$ cat src/rtl/r8_pkg.sv
// Constants shared by the radius-8 column feeder and the patch-sum stage.
package r8_pkg;

    localparam int unsigned R8_RADIUS = 8;
    localparam int unsigned R8_TAPS   = 2 * R8_RADIUS + 1;
    localparam int unsigned PIX_W     = 8;
    localparam int unsigned R8_SUM_W  = 17;
    localparam int unsigned R8_NUM_LB = R8_TAPS - 1;

    typedef logic [PIX_W-1:0] pix_t;

endpackage

$ cat src/rtl/r8_column_feeder_if.sv
// Pixel-in / column-out bundle of the radius-8 column feeder.
interface r8_column_feeder_if;
    import r8_pkg::*;

    logic done_i;
    pix_t data_i;
    pix_t S1, S2, S3, S4, S5, S6, S7, S8, S9;
    pix_t S10, S11, S12, S13, S14, S15, S16, S17;
    logic done_o;
    logic progress_done_o;

    modport slave (
        input  done_i, data_i,
        output S1, S2, S3, S4, S5, S6, S7, S8, S9,
        output S10, S11, S12, S13, S14, S15, S16, S17,
        output done_o, progress_done_o
    );

    modport master (
        output done_i, data_i,
        input  S1, S2, S3, S4, S5, S6, S7, S8, S9,
        input  S10, S11, S12, S13, S14, S15, S16, S17,
        input  done_o, progress_done_o
    );

endinterface

$ cat src/rtl/r8_line_buffer.sv
// One image row of delay: q is d delayed by DEPTH enabled clock edges.
module r8_line_buffer #(
    parameter int unsigned DEPTH = 19,
    parameter int unsigned W     = 8
) (
    input  logic         clk,
    input  logic         rst,
    input  logic         en,
    input  logic [W-1:0] d,
    output logic [W-1:0] q
);

    logic [W-1:0] mem_q [DEPTH];
    logic [W-1:0] mem_d [DEPTH];

    always_comb begin
        mem_d    = mem_q;
        mem_d[0] = d;
        for (int unsigned i = 1; i < DEPTH; i++) begin
            mem_d[i] = mem_q[i-1];
        end
    end

    // Contents survive reset; shifting is only frozen while rst is held.
    always_ff @(posedge clk) begin
        if (en && !rst) begin
            mem_q <= mem_d;
        end
    end

    assign q = mem_q[DEPTH-1];

endmodule

$ cat src/rtl/r8_column_feeder.sv
// Buffers 16 rows of a raster stream and emits 17 vertically aligned samples
// per pixel column once row 16 of the frame is reached.
module r8_column_feeder
    import r8_pkg::*;
#(
    parameter int unsigned COLS = 19,
    parameter int unsigned ROWS = 19
) (
    input logic               clk,
    input logic               rst,
    r8_column_feeder_if.slave bus
);

    localparam int unsigned CW = (COLS > 1) ? $clog2(COLS) : 1;
    localparam int unsigned RW = (ROWS > 1) ? $clog2(ROWS) : 1;

    localparam logic [CW-1:0] COL_LAST = CW'(COLS - 1);
    localparam logic [RW-1:0] ROW_LAST = RW'(ROWS - 1);
    localparam logic [RW-1:0] EMIT_ROW = RW'(R8_NUM_LB);

    if (ROWS < R8_TAPS) begin : g_rows_chk
        $error("r8_column_feeder: ROWS must be at least %0d", R8_TAPS);
    end

    pix_t lb_q [R8_NUM_LB];
    pix_t tap  [R8_TAPS];

    // Chain index i holds line buffer LB(i+1); the newest row enters the top.
    for (genvar i = 0; i < R8_NUM_LB; i++) begin : g_lb
        pix_t lb_d;
        if (i == R8_NUM_LB - 1) begin : g_head
            assign lb_d = bus.data_i;
        end else begin : g_link
            assign lb_d = lb_q[i+1];
        end

        r8_line_buffer #(
            .DEPTH (COLS),
            .W     (PIX_W)
        ) u_lb (
            .clk (clk),
            .rst (rst),
            .en  (bus.done_i),
            .d   (lb_d),
            .q   (lb_q[i])
        );
    end

    always_comb begin
        for (int unsigned k = 0; k < R8_NUM_LB; k++) begin
            tap[k] = lb_q[k];
        end
        tap[R8_TAPS-1] = bus.data_i;
    end

    logic [CW-1:0] col_cnt_q, col_cnt_d;
    logic [RW-1:0] row_cnt_q, row_cnt_d;
    pix_t          s_q [R8_TAPS];
    pix_t          s_d [R8_TAPS];
    logic          done_q, done_d;
    logic          prog_q, prog_d;

    always_comb begin
        col_cnt_d = col_cnt_q;
        row_cnt_d = row_cnt_q;
        s_d       = s_q;
        done_d    = 1'b0;
        prog_d    = 1'b0;
        if (bus.done_i) begin
            if (row_cnt_q >= EMIT_ROW) begin
                s_d    = tap;
                done_d = 1'b1;
            end
            if (col_cnt_q == COL_LAST) begin
                col_cnt_d = '0;
                if (row_cnt_q == ROW_LAST) begin
                    row_cnt_d = '0;
                    prog_d    = 1'b1;
                end else begin
                    row_cnt_d = row_cnt_q + 1'b1;
                end
            end else begin
                col_cnt_d = col_cnt_q + 1'b1;
            end
        end
    end

    always_ff @(posedge clk or posedge rst) begin
        if (rst) begin
            col_cnt_q <= '0;
            row_cnt_q <= '0;
            s_q       <= '{default: '0};
            done_q    <= 1'b0;
            prog_q    <= 1'b0;
        end else begin
            col_cnt_q <= col_cnt_d;
            row_cnt_q <= row_cnt_d;
            s_q       <= s_d;
            done_q    <= done_d;
            prog_q    <= prog_d;
        end
    end

    assign bus.S1  = s_q[0];
    assign bus.S2  = s_q[1];
    assign bus.S3  = s_q[2];
    assign bus.S4  = s_q[3];
    assign bus.S5  = s_q[4];
    assign bus.S6  = s_q[5];
    assign bus.S7  = s_q[6];
    assign bus.S8  = s_q[7];
    assign bus.S9  = s_q[8];
    assign bus.S10 = s_q[9];
    assign bus.S11 = s_q[10];
    assign bus.S12 = s_q[11];
    assign bus.S13 = s_q[12];
    assign bus.S14 = s_q[13];
    assign bus.S15 = s_q[14];
    assign bus.S16 = s_q[15];
    assign bus.S17 = s_q[16];

    assign bus.done_o          = done_q;
    assign bus.progress_done_o = prog_q;

endmodule

$ cat src/flat_wrapper.sv
// flat-port wrapper written by rule: the top's interface ports become plain ports
module r8_column_feeder_flat import r8_pkg::*;
#(
    parameter int unsigned COLS = 19,
    parameter int unsigned ROWS = 19
)
  (clk, rst, bus_done_i, bus_data_i, bus_S1, bus_S2, bus_S3, bus_S4, bus_S5, bus_S6, bus_S7, bus_S8, bus_S9, bus_S10, bus_S11, bus_S12, bus_S13, bus_S14, bus_S15, bus_S16, bus_S17, bus_done_o, bus_progress_done_o);
  r8_column_feeder_if bus_i ();
  input logic clk;
  input logic rst;
  input wire logic [$bits(bus_i.done_i)-1:0] bus_done_i;
  input wire logic [$bits(bus_i.data_i)-1:0] bus_data_i;
  output wire logic [$bits(bus_i.S1)-1:0] bus_S1;
  output wire logic [$bits(bus_i.S2)-1:0] bus_S2;
  output wire logic [$bits(bus_i.S3)-1:0] bus_S3;
  output wire logic [$bits(bus_i.S4)-1:0] bus_S4;
  output wire logic [$bits(bus_i.S5)-1:0] bus_S5;
  output wire logic [$bits(bus_i.S6)-1:0] bus_S6;
  output wire logic [$bits(bus_i.S7)-1:0] bus_S7;
  output wire logic [$bits(bus_i.S8)-1:0] bus_S8;
  output wire logic [$bits(bus_i.S9)-1:0] bus_S9;
  output wire logic [$bits(bus_i.S10)-1:0] bus_S10;
  output wire logic [$bits(bus_i.S11)-1:0] bus_S11;
  output wire logic [$bits(bus_i.S12)-1:0] bus_S12;
  output wire logic [$bits(bus_i.S13)-1:0] bus_S13;
  output wire logic [$bits(bus_i.S14)-1:0] bus_S14;
  output wire logic [$bits(bus_i.S15)-1:0] bus_S15;
  output wire logic [$bits(bus_i.S16)-1:0] bus_S16;
  output wire logic [$bits(bus_i.S17)-1:0] bus_S17;
  output wire logic [$bits(bus_i.done_o)-1:0] bus_done_o;
  output wire logic [$bits(bus_i.progress_done_o)-1:0] bus_progress_done_o;
  assign bus_i.done_i = bus_done_i;
  assign bus_i.data_i = bus_data_i;
  assign bus_S1 = bus_i.S1;
  assign bus_S2 = bus_i.S2;
  assign bus_S3 = bus_i.S3;
  assign bus_S4 = bus_i.S4;
  assign bus_S5 = bus_i.S5;
  assign bus_S6 = bus_i.S6;
  assign bus_S7 = bus_i.S7;
  assign bus_S8 = bus_i.S8;
  assign bus_S9 = bus_i.S9;
  assign bus_S10 = bus_i.S10;
  assign bus_S11 = bus_i.S11;
  assign bus_S12 = bus_i.S12;
  assign bus_S13 = bus_i.S13;
  assign bus_S14 = bus_i.S14;
  assign bus_S15 = bus_i.S15;
  assign bus_S16 = bus_i.S16;
  assign bus_S17 = bus_i.S17;
  assign bus_done_o = bus_i.done_o;
  assign bus_progress_done_o = bus_i.progress_done_o;
  r8_column_feeder #(.COLS(COLS), .ROWS(ROWS)) u_core (.clk(clk), .rst(rst), .bus(bus_i));
endmodule
$ cat config.mk
export PLATFORM = sky130hd
export DESIGN_NAME = r8_column_feeder_flat
export DESIGN_NICKNAME = d
export VERILOG_FILES = /design/src/rtl/r8_pkg.sv /design/src/rtl/r8_column_feeder_if.sv /design/src/rtl/r8_line_buffer.sv /design/src/rtl/r8_column_feeder.sv /design/src/flat_wrapper.sv
export SDC_FILE = /design/constraint.sdc
export NUM_CORES = 1
export LEC_CHECK = 0
export BUFFER_PORTS_ARGS = -buffer_cell sky130_fd_sc_hd__buf_2
export CAP_MARGIN = 20
export CORE_MARGIN = 10
export CORE_UTILIZATION = 61
export CTS_BUF_LIST = sky130_fd_sc_hd__clkbuf_8
export CTS_CLUSTER_DIAMETER = 60
export DETAILED_ROUTE_END_ITERATION = 8
export PLACE_DENSITY = 0.78
export SLEW_MARGIN = 20
export SYNTH_ARGS = -nofsm -noshare
export SYNTH_HDL_FRONTEND = slang
export SYNTH_SLANG_ARGS = --single-unit
$ cat constraint.sdc
create_clock -name clk -period 10.3 [get_ports clk]
set_clock_uncertainty 0.2 [all_clocks]
set_input_delay 0 -clock clk [delete_from_list [all_inputs] [get_ports clk]]
set_output_delay 0 -clock clk [all_outputs]
set_load 0.02 [all_outputs]
==> qor.yml <==
cts_tree: "done"
min-delay-path-class: "reg2reg"
fillerInstances: 6866
syn_area_sq_um: 78800
power_density_nw_per_um2: 223
hold_viol_final: 0
track_usage_pct: 14.9
vdd_ir_drop_max_v: 0.000139
io_buffers: 148
grt_pass1_wl_um: 164000
die_y_um: 379
h-tree-depth: 5
dr.pass1.iters: 5
place_congestion: 0.741
path_clk_slew_ps: 60
leakage_nw: 31.0
yosysTopAreaCellShare_pct: 92.7
finalSetupViolCount: 0
rsz0062_at_grt: "no"
ys_ff_latch: 2580
hold_buffers: 28
avgSynthCellArea_sq_um: 28.4
worstRegToRegCells: 4
drc_errors: 0
hold_path_depth: 0
initial_utilization_pct: 61.6
ctsRootBufferMaster: "clkbuf_8"
critical_path_required_ps: 10680
drtIter0Drc: 2841
critPathKind: "in2reg"
dpl_worst_slack_ps: 6420
die_area_sq_um: 144000
clock_latency_ps: 1010
endpoint_kind: "flop"
antenna_found_initial: 4
first_global_vias: 28100
tns_ps: 0
arrival_ps: 4540
cts.sinks: 2580
ctsResizeCount: 0
postSynthNetCount: 2793
maxCapViolCount: 0
pin_count: 149
die_w_um: 379
worstMarginPinSlew_ps: 1160
post-route-min-period_ps: 4170
fin_crit_sh_pct: 40.5
fin_ws_ps: 6130
drt_wl_total_um: 106000
yosys_warnings: 0
fp-row-count: 131
post_cts_buffers: 0
max_freq_ghz: 0.240
hpwl_um: 49100
cts_made_buffers: 387
grt_start_max_net_pins: 234
synthTopCellsByArea: "edfxtp_1 (93%), dfrtp_1 (4.7%), mux2_2 (1.8%)"
slew_violations: 0
area_growth_pct: 13.3
path_max_fanout: 173
grt-ovfl-total: 0
status: "finished clean"
maxSlewHeadroom_pct: 22.6
vias_per_cell: 5.24
syn-instance-count: 2778
final_nets: 3371
num_vias: 27900
core-area_sq_um: 128000
post_synth_num_cell_types: 30
yosys.area.top_type: "edfxtp_1"
drive_gt1_share_pct: 21.8
seq_area_frac_synth_pct: 97.4
avgRoutedWirePerCell_um: 20.0
ant_nets: 0
clockBufferDepth: 4
crit_path_start_kind: "primary input"
==> layout make-up <==
class / instances / area [sq um] / area share [%]
Sequential cell: 2580 / 76700 / 86.0
Timing Repair Buffer: 205 / 1410 / 1.58
Clock buffer: 409 / 5630 / 6.31
Inverter: 4 / 22.5 / 0.0252
Antenna cell: 1 / 2.50 / 0.00280
Multi-Input combinational cell: 178 / 1860 / 2.09
Clock inverter: 283 / 1500 / 1.68
Tap cell: 1662 / 2080 / 2.33
==> layer usage <==
metal | wire [um] | vias to the layer above | track usage (%)
met1 | 49700 | 14400 | 22.9
met4 | 2340 | 0 | 5.45
li1 | - | 12500 | -
met5 | 0 | - | 0
met2 | 47800 | 820 | 20.4
met3 | 6450 | 217 | 4.39
==> cell usage after synthesis <==
master,n
o21ai_0,1
nor2b_1,1
and4bb_4,1
nand2b_1,3
and2_4,1
dfrtp_1,148
nand2_1,3
buf_2,1
mux2i_1,1
and3_1,3
mux2_1,13
a41oi_1,2
a21oi_1,2
nor3b_1,1
o211a_1,1
and3_4,1
and2_1,1
inv_1,4
nor2_1,4
ha_1,4
a31oi_1,2
and4bb_2,1
edfxtp_1,2432
nand4_1,2
mux2_4,1
mux2_2,126
o21ai_1,1
nand3_1,1
buf_6,15
o22ai_1,1
==> final timing paths <==
kind | start | to | slack, ps
max | bus_done_i | u_core.g_lb[6].u_lb.mem_d[47] | 6130
min | u_core.g_lb[2].u_lb.mem_d[88] | u_core.g_lb[2].u_lb.mem_d[80] | 160
max reg2reg | u_core.row_cnt_q[4] | u_core.bus.S9[2] | 6820
min reg2reg | u_core.g_lb[2].u_lb.mem_d[88] | u_core.g_lb[2].u_lb.mem_d[80] | 160
max in group asynchronous | rst | u_core.bus.S5[7] | 8360
min in group asynchronous | rst | u_core.row_cnt_q[0] | 180
==> sequential cells by signal, summed over array words and instances, names as in the netlist, 8 cells and up <==
name / cells
u_core.bus.S17: 8
u_core.bus.S15: 8
u_core.bus.S1: 8
u_core.bus.S7: 8
u_core.bus.S3: 8
u_core.bus.S6: 8
u_core.bus.S4: 8
u_core.bus.S13: 8
u_core.bus.S14: 8
u_core.g_lb.u_lb.mem_d: 2304
u_core.bus.S10: 8
u_core.bus.S9: 8
u_core.bus.S2: 8
u_core.bus.S12: 8
u_core.bus.S16: 8
u_core.g_lb.u_lb.q: 128
u_core.bus.S11: 8
u_core.bus.S8: 8
u_core.bus.S5: 8
==> through the flow <==
step	utilization (%)	cell area (sq um)	hold slack (ps)	total power, mW	instances
6_report	69.8	89200	160	19.9	5322
3_5_place_dp	63.9	81700	-4.74	12.5	4597
3_3_place_gp	63.9	81700	-11.4	12.4	4597
5_1_grt	69.8	89200	170	20.7	5322
2_1_floorplan	-	78800	-101	12.9	2778
4_1_cts	69.7	89100	67.2	20.2	5317
==> layout by cell type, fill, tap and decap left out, types with 2 or more instances in the layout <==
cell type      count
buf_6              3
dlygate4sd3_1     28
mux2_2           126
bufinv_16         12
edfxtp_1        2432
ha_1               4
nand2b_1           3
buf_16             3
a21oi_1            2
a41oi_1            2
dfrtp_1          148
nand4_1            2
and3_1             3
clkbuf_8         409
clkinv_2          55
buf_12             8
inv_1            120
nand2_1            3
clkinvlp_4         9
nor2_1             4
mux2_1            13
a31oi_1            2
clkinv_1          86
inv_6              4
buf_4             15
buf_2            148
==> power by group <==
group / total [mW] / switching [mW] / internal (mW) / leakage (nW)
sequential: 12.0 / 0.135 / 11.9 / 24.9
combinational: 0.242 / 0.204 / 0.0386 / 2.06
clock: 7.60 / 3.63 / 3.97 / 4.10
==> cell families (layout without fill, tap and decap cells) <==
family                   Yosys count  after routing  synth area share (%)
buffers and inverters             20            901                 0.240
AND/OR/NAND/NOR                   23             23                 0.191
multiplexers                     141            141                  2.02
other                              0              1                     0
AO/OA/AOI/OAI                     10             10                0.0842
flip-flops                      2580           2580                  97.4
adder cells (fa/ha/maj)            4              4                0.0635
==> critical path, stage by stage <==
cell and delay, ps:
dlygate4sd3_1 530, buf_2 100, dlygate4sd3_1 850, nor2b_4 510
buf_4 620, buf_12 560, buf_12 530, buf_16 430
(Power assumes the default switching activity.)
